[config.mk]
export PLATFORM = sky130hd
export DESIGN_NAME = xc_malu_issue
export DESIGN_NICKNAME = d
export VERILOG_FILES = /design/src/rtl/xc_malu_issue_pkg.sv /design/src/rtl/xc_malu_issue.sv
export SDC_FILE = /design/constraint.sdc
export NUM_CORES = 1
export LEC_CHECK = 0
export ABC_AREA = 1
export CORE_MARGIN = 2
export CORE_UTILIZATION = 45
export DETAILED_ROUTE_END_ITERATION = 7
export PLACE_DENSITY = 0.86
export SYNTH_ARGS = -nofsm -noshare
export SYNTH_HDL_FRONTEND = slang
export SYNTH_SLANG_ARGS = --single-unit
[constraint.sdc]
create_clock -name clock -period 2.3 [get_ports clock]
set_input_delay 0.345 -clock clock [delete_from_list [all_inputs] [get_ports clock]]
set_output_delay 0.345 -clock clock [all_outputs]
set_load 0.02 [all_outputs]
[src/rtl/xc_malu_issue_pkg.sv]
// ---------------------------------------------------------------------------
// xc_malu_issue_pkg
// Shared definitions for the xc_malu issue sequencer: uop and pack-width bit
// indices, field widths, FSM state encoding and a one-hot helper.
// ---------------------------------------------------------------------------
package xc_malu_issue_pkg;

  localparam int UOP_W = 14;
  localparam int PW_W  = 5;

  // uop one-hot bit positions (same order on req_uop and malu_uop)
  localparam int UOP_DIV    = 0;
  localparam int UOP_DIVU   = 1;
  localparam int UOP_REM    = 2;
  localparam int UOP_REMU   = 3;
  localparam int UOP_MUL    = 4;
  localparam int UOP_MULU   = 5;
  localparam int UOP_MULSU  = 6;
  localparam int UOP_CLMUL  = 7;
  localparam int UOP_PMUL   = 8;
  localparam int UOP_PCLMUL = 9;
  localparam int UOP_MADD   = 10;
  localparam int UOP_MSUB   = 11;
  localparam int UOP_MACC   = 12;
  localparam int UOP_MMUL   = 13;

  // pack-width bit positions of {pw_2,pw_4,pw_8,pw_16,pw_32}
  localparam int PW_32 = 0;
  localparam int PW_16 = 1;
  localparam int PW_8  = 2;
  localparam int PW_4  = 3;
  localparam int PW_2  = 4;

  typedef enum logic [1:0] {
    ST_IDLE  = 2'd0,
    ST_BUSY  = 2'd1,
    ST_WB_LO = 2'd2,
    ST_WB_HI = 2'd3
  } issue_state_e;

  // True when exactly one bit of the uop vector is set.
  function automatic logic uop_onehot(input logic [UOP_W-1:0] v);
    return (v != {UOP_W{1'b0}}) && ((v & (v - {{(UOP_W-1){1'b0}}, 1'b1})) == {UOP_W{1'b0}});
  endfunction

  // True when exactly one bit of the pack-width vector is set.
  function automatic logic pw_onehot(input logic [PW_W-1:0] v);
    return (v != {PW_W{1'b0}}) && ((v & (v - {{(PW_W-1){1'b0}}, 1'b1})) == {PW_W{1'b0}});
  endfunction

endpackage

[src/rtl/xc_malu_issue.sv]
// ---------------------------------------------------------------------------
// xc_malu_issue
// Initiator-side sequencer for the xc_malu multi-cycle arithmetic unit.
// Accepts one decoded instruction (req_*), holds operands stable on malu_*
// while BUSY, pulses malu_flush on completion/kill/watchdog, captures the
// 64-bit result and returns it as one or two 32-bit writebacks (wb_*).
// Ports:
//   clock, resetn          clock, synchronous active-low reset
//   req_*                  instruction request handshake and fields
//   kill                   abandon any in-flight instruction
//   malu_*                 request/flush to and result/ready from xc_malu
//   wb_*                   register writeback handshake, rd and data
//   err, err_clr           sticky watchdog / illegal-uop flag and its clear
// ---------------------------------------------------------------------------
module xc_malu_issue
  import xc_malu_issue_pkg::*;
#(
  parameter int MAX_CYCLES = 64
) (
  input  logic              clock,
  input  logic              resetn,
  input  logic              req_valid,
  output logic              req_ready,
  input  logic [31:0]       req_rs1,
  input  logic [31:0]       req_rs2,
  input  logic [31:0]       req_rs3,
  input  logic [UOP_W-1:0]  req_uop,
  input  logic [PW_W-1:0]   req_pw,
  input  logic [4:0]        req_rd,
  input  logic              req_hi,
  input  logic              req_wide,
  input  logic              kill,
  output logic              malu_valid,
  output logic [UOP_W-1:0]  malu_uop,
  output logic [PW_W-1:0]   malu_pw,
  output logic [31:0]       malu_rs1,
  output logic [31:0]       malu_rs2,
  output logic [31:0]       malu_rs3,
  output logic              malu_flush,
  input  logic [63:0]       malu_result,
  input  logic              malu_ready,
  output logic              wb_valid,
  input  logic              wb_ready,
  output logic [4:0]        wb_rd,
  output logic [31:0]       wb_data,
  output logic              err,
  input  logic              err_clr
);

  localparam int CW = $clog2(MAX_CYCLES);

  issue_state_e     state_q, state_d;
  logic [UOP_W-1:0] uop_q, uop_d;
  logic [PW_W-1:0]  pw_q, pw_d;
  logic [31:0]      rs1_q, rs1_d, rs2_q, rs2_d, rs3_q, rs3_d;
  logic [4:0]       rd_q, rd_d;
  logic             hi_q, hi_d, wide_q, wide_d;
  logic [63:0]      res_q, res_d;
  logic [CW-1:0]    cnt_q, cnt_d;
  logic             err_q, err_d;

  logic             req_fire;
  logic             wd_hit;
  logic             err_set;

  assign req_fire = req_valid && req_ready;
  assign wd_hit   = (cnt_q == CW'(MAX_CYCLES - 1));

  // Handshake/flush outputs are combinational and held low during reset.
  always_comb begin
    req_ready  = resetn && (state_q == ST_IDLE) && !kill;
    malu_flush = resetn && (state_q == ST_BUSY) && (kill || malu_ready || wd_hit);
  end

  // Next-state and datapath capture for the issue FSM.
  always_comb begin
    state_d = state_q;
    uop_d   = uop_q;
    pw_d    = pw_q;
    rs1_d   = rs1_q;
    rs2_d   = rs2_q;
    rs3_d   = rs3_q;
    rd_d    = rd_q;
    hi_d    = hi_q;
    wide_d  = wide_q;
    res_d   = res_q;
    cnt_d   = cnt_q;
    err_set = 1'b0;
    case (state_q)
      ST_IDLE: begin
        if (req_fire) begin
          uop_d  = req_uop;
          pw_d   = req_pw;
          rs1_d  = req_rs1;
          rs2_d  = req_rs2;
          rs3_d  = req_rs3;
          rd_d   = req_rd;
          hi_d   = req_hi;
          wide_d = req_wide;
          cnt_d  = {CW{1'b0}};
          if (uop_onehot(req_uop) && pw_onehot(req_pw)) begin
            state_d = ST_BUSY;
          end else begin
            err_set = 1'b1;
          end
        end else begin
          state_d = ST_IDLE;
        end
      end
      ST_BUSY: begin
        // kill beats completion, completion beats the watchdog
        if (kill) begin
          state_d = ST_IDLE;
        end else if (malu_ready) begin
          res_d   = malu_result;
          state_d = ST_WB_LO;
        end else if (wd_hit) begin
          err_set = 1'b1;
          state_d = ST_IDLE;
        end else begin
          cnt_d = cnt_q + CW'(1);
        end
      end
      ST_WB_LO: begin
        if (kill) begin
          state_d = ST_IDLE;
        end else if (wb_ready) begin
          state_d = wide_q ? ST_WB_HI : ST_IDLE;
        end else begin
          state_d = ST_WB_LO;
        end
      end
      ST_WB_HI: begin
        if (kill || wb_ready) begin
          state_d = ST_IDLE;
        end else begin
          state_d = ST_WB_HI;
        end
      end
      default: begin
        state_d = ST_IDLE;
      end
    endcase
  end

  // Sticky error: a new error event outranks a simultaneous clear.
  always_comb begin
    if (err_set) begin
      err_d = 1'b1;
    end else if (err_clr) begin
      err_d = 1'b0;
    end else begin
      err_d = err_q;
    end
  end

  // State and datapath registers with synchronous active-low reset.
  always_ff @(posedge clock) begin
    if (!resetn) begin
      state_q <= ST_IDLE;
      uop_q   <= {UOP_W{1'b0}};
      pw_q    <= {PW_W{1'b0}};
      rs1_q   <= 32'h0000_0000;
      rs2_q   <= 32'h0000_0000;
      rs3_q   <= 32'h0000_0000;
      rd_q    <= 5'd0;
      hi_q    <= 1'b0;
      wide_q  <= 1'b0;
      res_q   <= 64'h0000_0000_0000_0000;
      cnt_q   <= {CW{1'b0}};
      err_q   <= 1'b0;
    end else begin
      state_q <= state_d;
      uop_q   <= uop_d;
      pw_q    <= pw_d;
      rs1_q   <= rs1_d;
      rs2_q   <= rs2_d;
      rs3_q   <= rs3_d;
      rd_q    <= rd_d;
      hi_q    <= hi_d;
      wide_q  <= wide_d;
      res_q   <= res_d;
      cnt_q   <= cnt_d;
      err_q   <= err_d;
    end
  end

  assign malu_valid = (state_q == ST_BUSY);
  assign malu_uop   = uop_q;
  assign malu_pw    = pw_q;
  assign malu_rs1   = rs1_q;
  assign malu_rs2   = rs2_q;
  assign malu_rs3   = rs3_q;
  assign err        = err_q;
  assign wb_valid   = (state_q == ST_WB_LO) || (state_q == ST_WB_HI);

  // Writeback fields decoded purely from registers, so they stay stable while stalled.
  always_comb begin
    wb_rd   = 5'd0;
    wb_data = 32'h0000_0000;
    case (state_q)
      ST_WB_LO: begin
        wb_rd   = rd_q;
        // wide always writes the low word first, overriding hi
        wb_data = (hi_q && !wide_q) ? res_q[63:32] : res_q[31:0];
      end
      ST_WB_HI: begin
        wb_rd   = {rd_q[4:1], 1'b1};
        wb_data = res_q[63:32];
      end
      default: begin
        wb_rd   = 5'd0;
        wb_data = 32'h0000_0000;
      end
    endcase
  end

endmodule

==> flow_summary.toml <==
[run_status]
outcome = "finished, final reports clean"

[critical_path]
crit_path_start = "wide_q$_SDFFE_PN0P_"
path_depth = 6
r2r-start = "state_q[1]$_SDFFE_PN0P_"
cp_slowest_cell = "dfxtp_2"
start_kind = "flop"
end_kind = "output port"
r2r-end = "err$_SDFFE_PN0P_"
endpoint = "wb_data[11]"
rr_worst_depth = 11
cp.arrival_ps = 1880
crit_family = "buffers and inverters"
critPathKind = "reg2out"
cp_cell_sequence = "nor2_2 -> buf_12 -> o21ai_1 -> buf_6 -> o22ai_1 -> dlygate4sd2_1"
cp.required_ps = 1960
path_buf_inv = 3
cp_slowest_stage_delay_ps = 430
critPathMaxFanout = 19
reg2reg_slack_ps = 340

[timing]
setup_violations = 0
hold_viol = 0
rsz0062_at_grt = "false"
slew_viol_final = 0
fmax_mhz = 450
worst_pin_slew_ps = 685
setup_tns_ps = 0
slew_headroom_pct = 54.3
setup_slack_ps = 76.7
finalCritPeriodShare_pct = 96.7
min_period_ps = 2220
worst_clock_skew_ps = 10.6

[cells_and_area]
fin_util_pct = 71.2
syn2layout_area_growth_pct = 53.5
drive_gt1_share_pct = 8.75
nNetsFinal = 1553

[clock_tree]
htree_levels = 4
path_clk_slew_ps = 70
clock-sinks = 195
cts_made_buffers = 17
insertion_delay_ps = 430
cts_buffer_depth = 2
clock_tree.root_cell = "clkbuf_16"
cts_hold_buffers = 0
postCtsSetupBuffers = 0
cts_tree = "done"

[power]
switching_power_w = 0.00177
p_sw_share_pct = 23.4
power_density_nw_per_um2 = 634
cellLeakagePower_nw = 4.36
ir_worst_vdd_mv = 0.520
clkPwrFrac_pct = 41.0
p_int_w = 0.00578
combPwrFrac_pct = 12.4
p_seq_share_pct = 46.6

[placement]
hpwl_um = 19100
io_buffers = 349
gp_congestion = 0.873
dp_slack_ps = 71.1

[drt]
finalWirelength_um = 26500
vias = 8074
drtIter0Drc = 346
post-route-drc-count = 0
ant_nets = 0
wl_per_cell_um = 16.6
via_per_inst = 5.07
drt_pass1_iterations = 5

[synthesis]
ys_async_sr_fraction_pct = 0
synthDistinctLibCells = 33
yosys.area.top_type = "dfxtp_1"
syn-num-nets = 1234
synthTopCellsByCount = "nand2_1 (276), dfxtp_1 (195), a21oi_1 (193)"
synth_top_area_share_pct = 50.4
synth.most_common_cell = "nand2_1"
synth_enable_flop_cells = 0
dominantRegCellSynth = "dfxtp_1"
postSynthCellCount = 1040
yosysSeqAreaShare_pct = 50.4
synth_warnings = 0
ys_seq_elements = 195
synth_area_leaders = "dfxtp_1 (50%), nand2_1 (13%), a21oi_1 (12%)"
synth_area_per_cell_um2 = 7.45
synthesis.area_um2 = 7750

[global_routing]
global_route.overflow_total = 0
antenna_found_initial = 2
grt_pass1_wl_um = 39900
grt_max_degree = 106
grt_usage_pct = 27.8
grt_pass1_vias = 7807

[floorplan]
io_pins = 350
rows = 47
core-area_um2 = 16700
die-area_um2 = 18300
initial_core_util_pct = 46.4
die_x_um = 135
die_h_um = 135

[min_path]
hold_class = "in2reg"
whs_path_depth = 3

[run]
drv_cap = 0
tightest hold or removal path, delay by kind of cell:
| family | cells | cell delay (ps) |
|---|---|---|
| buffers and inverters | 2 | 320 |
| AND/OR/NAND/NOR | 1 | 140 |
kinds of logic after synthesis:
group | synth area share [%]
DFF | 50.4
AOI/OAI and AO/OA | 20.2
adders and majority gates | 0.161
xor gates and xnor gates | 0.113
buffers and inverters | 8.78
and+or+nand+nor | 20.3
cell usage in the layout (no fill, tap or decap), types with 4 or more instances in the layout:
cell,count
nand3_1,6
dfxtp_1,194
clkdlybuf4s50_1,313
inv_2,7
o22ai_1,14
nand2_1,276
a21oi_1,193
o21ai_0,70
clkbuf_16,17
buf_12,6
inv_1,70
clkbuf_2,26
buf_4,13
or2_2,18
nor2_1,66
nor3_1,4
o21ai_1,26
power by group through the flow:
stage	combinational, W	clock, W	sequential (W)
after floorplan	0.000272	0	0.00367
after global placement	0.000924	0	0.00358
after detailed placement	0.000931	0	0.00359
after CTS	0.000939	0.00315	0.00351
after global routing	0.00101	0.00329	0.00352
final	0.000938	0.00309	0.00351
layer usage:
| layer | vias to the layer above | part of all wire [%] | wire length (um) | track usage, % |
|---|---|---|---|---|
| met4 | 0 | 3.3 | 866 | 11.5 |
| met5 | - | 0 | 0 | 0 |
| met2 | 313 | 50 | 13300 | 49.5 |
| met1 | 3700 | 37 | 9790 | 30.0 |
| met3 | 61 | 9.6 | 2540 | 9.84 |
| li1 | 4000 | - | - | - |
worst min-delay path by stage:
stage / start / endpoint / slack, ps
after detailed placement: res_q[7]$_SDFFE_PN0P_ / res_q[7]$_SDFFE_PN0P_ / 440
after floorplan: res_q[10]$_SDFFE_PN0P_ / res_q[10]$_SDFFE_PN0P_ / 420
after CTS: resetn / cnt_q[5]$_SDFFE_PN0P_ / 420
after global placement: res_q[7]$_SDFFE_PN0P_ / res_q[7]$_SDFFE_PN0P_ / 440
final: resetn / cnt_q[5]$_SDFFE_PN0P_ / 430
after global routing: req_rs1[18] / malu_rs1[18]$_SDFFE_PN0P_ / 470
layout make-up:
class,instances,area (um^2)
antenna,2,5.00
clock buffer,20,467
inverter,80,308
fill,1315,4810
clock inverter,11,149
timing repair buffer,369,3590
tap,220,275
sequential,195,3910
multi-input combinational,696,3200
state kept, by name (all words and copies together), names as in the netlist, 2 cells and up:
register	flops
state_q	2
cnt_q	6
rd_q	5
malu_pw	5
malu_rs3	32
malu_rs2	32
malu_rs1	32
res_q	64
malu_uop	14
what timing repair did:
item / 4_1_cts / 5_1_grt
setup endpoints to repair: 35 / 34
cloned: 0 / 1
gates resized for setup: 49 / 54
stage by stage:
stage                     total power [W]  hold WS, ps  std cells  area (um^2)
after floorplan                   0.00394          422       1040         7750
after global placement            0.00451          436       1559        11400
after detailed placement          0.00452          444       1559        11400
after CTS                         0.00760          419       1590        12000
after global routing              0.00782          471       1592        11900
final                             0.00755          431       1593        11900
(Power assumes the default switching activity.)
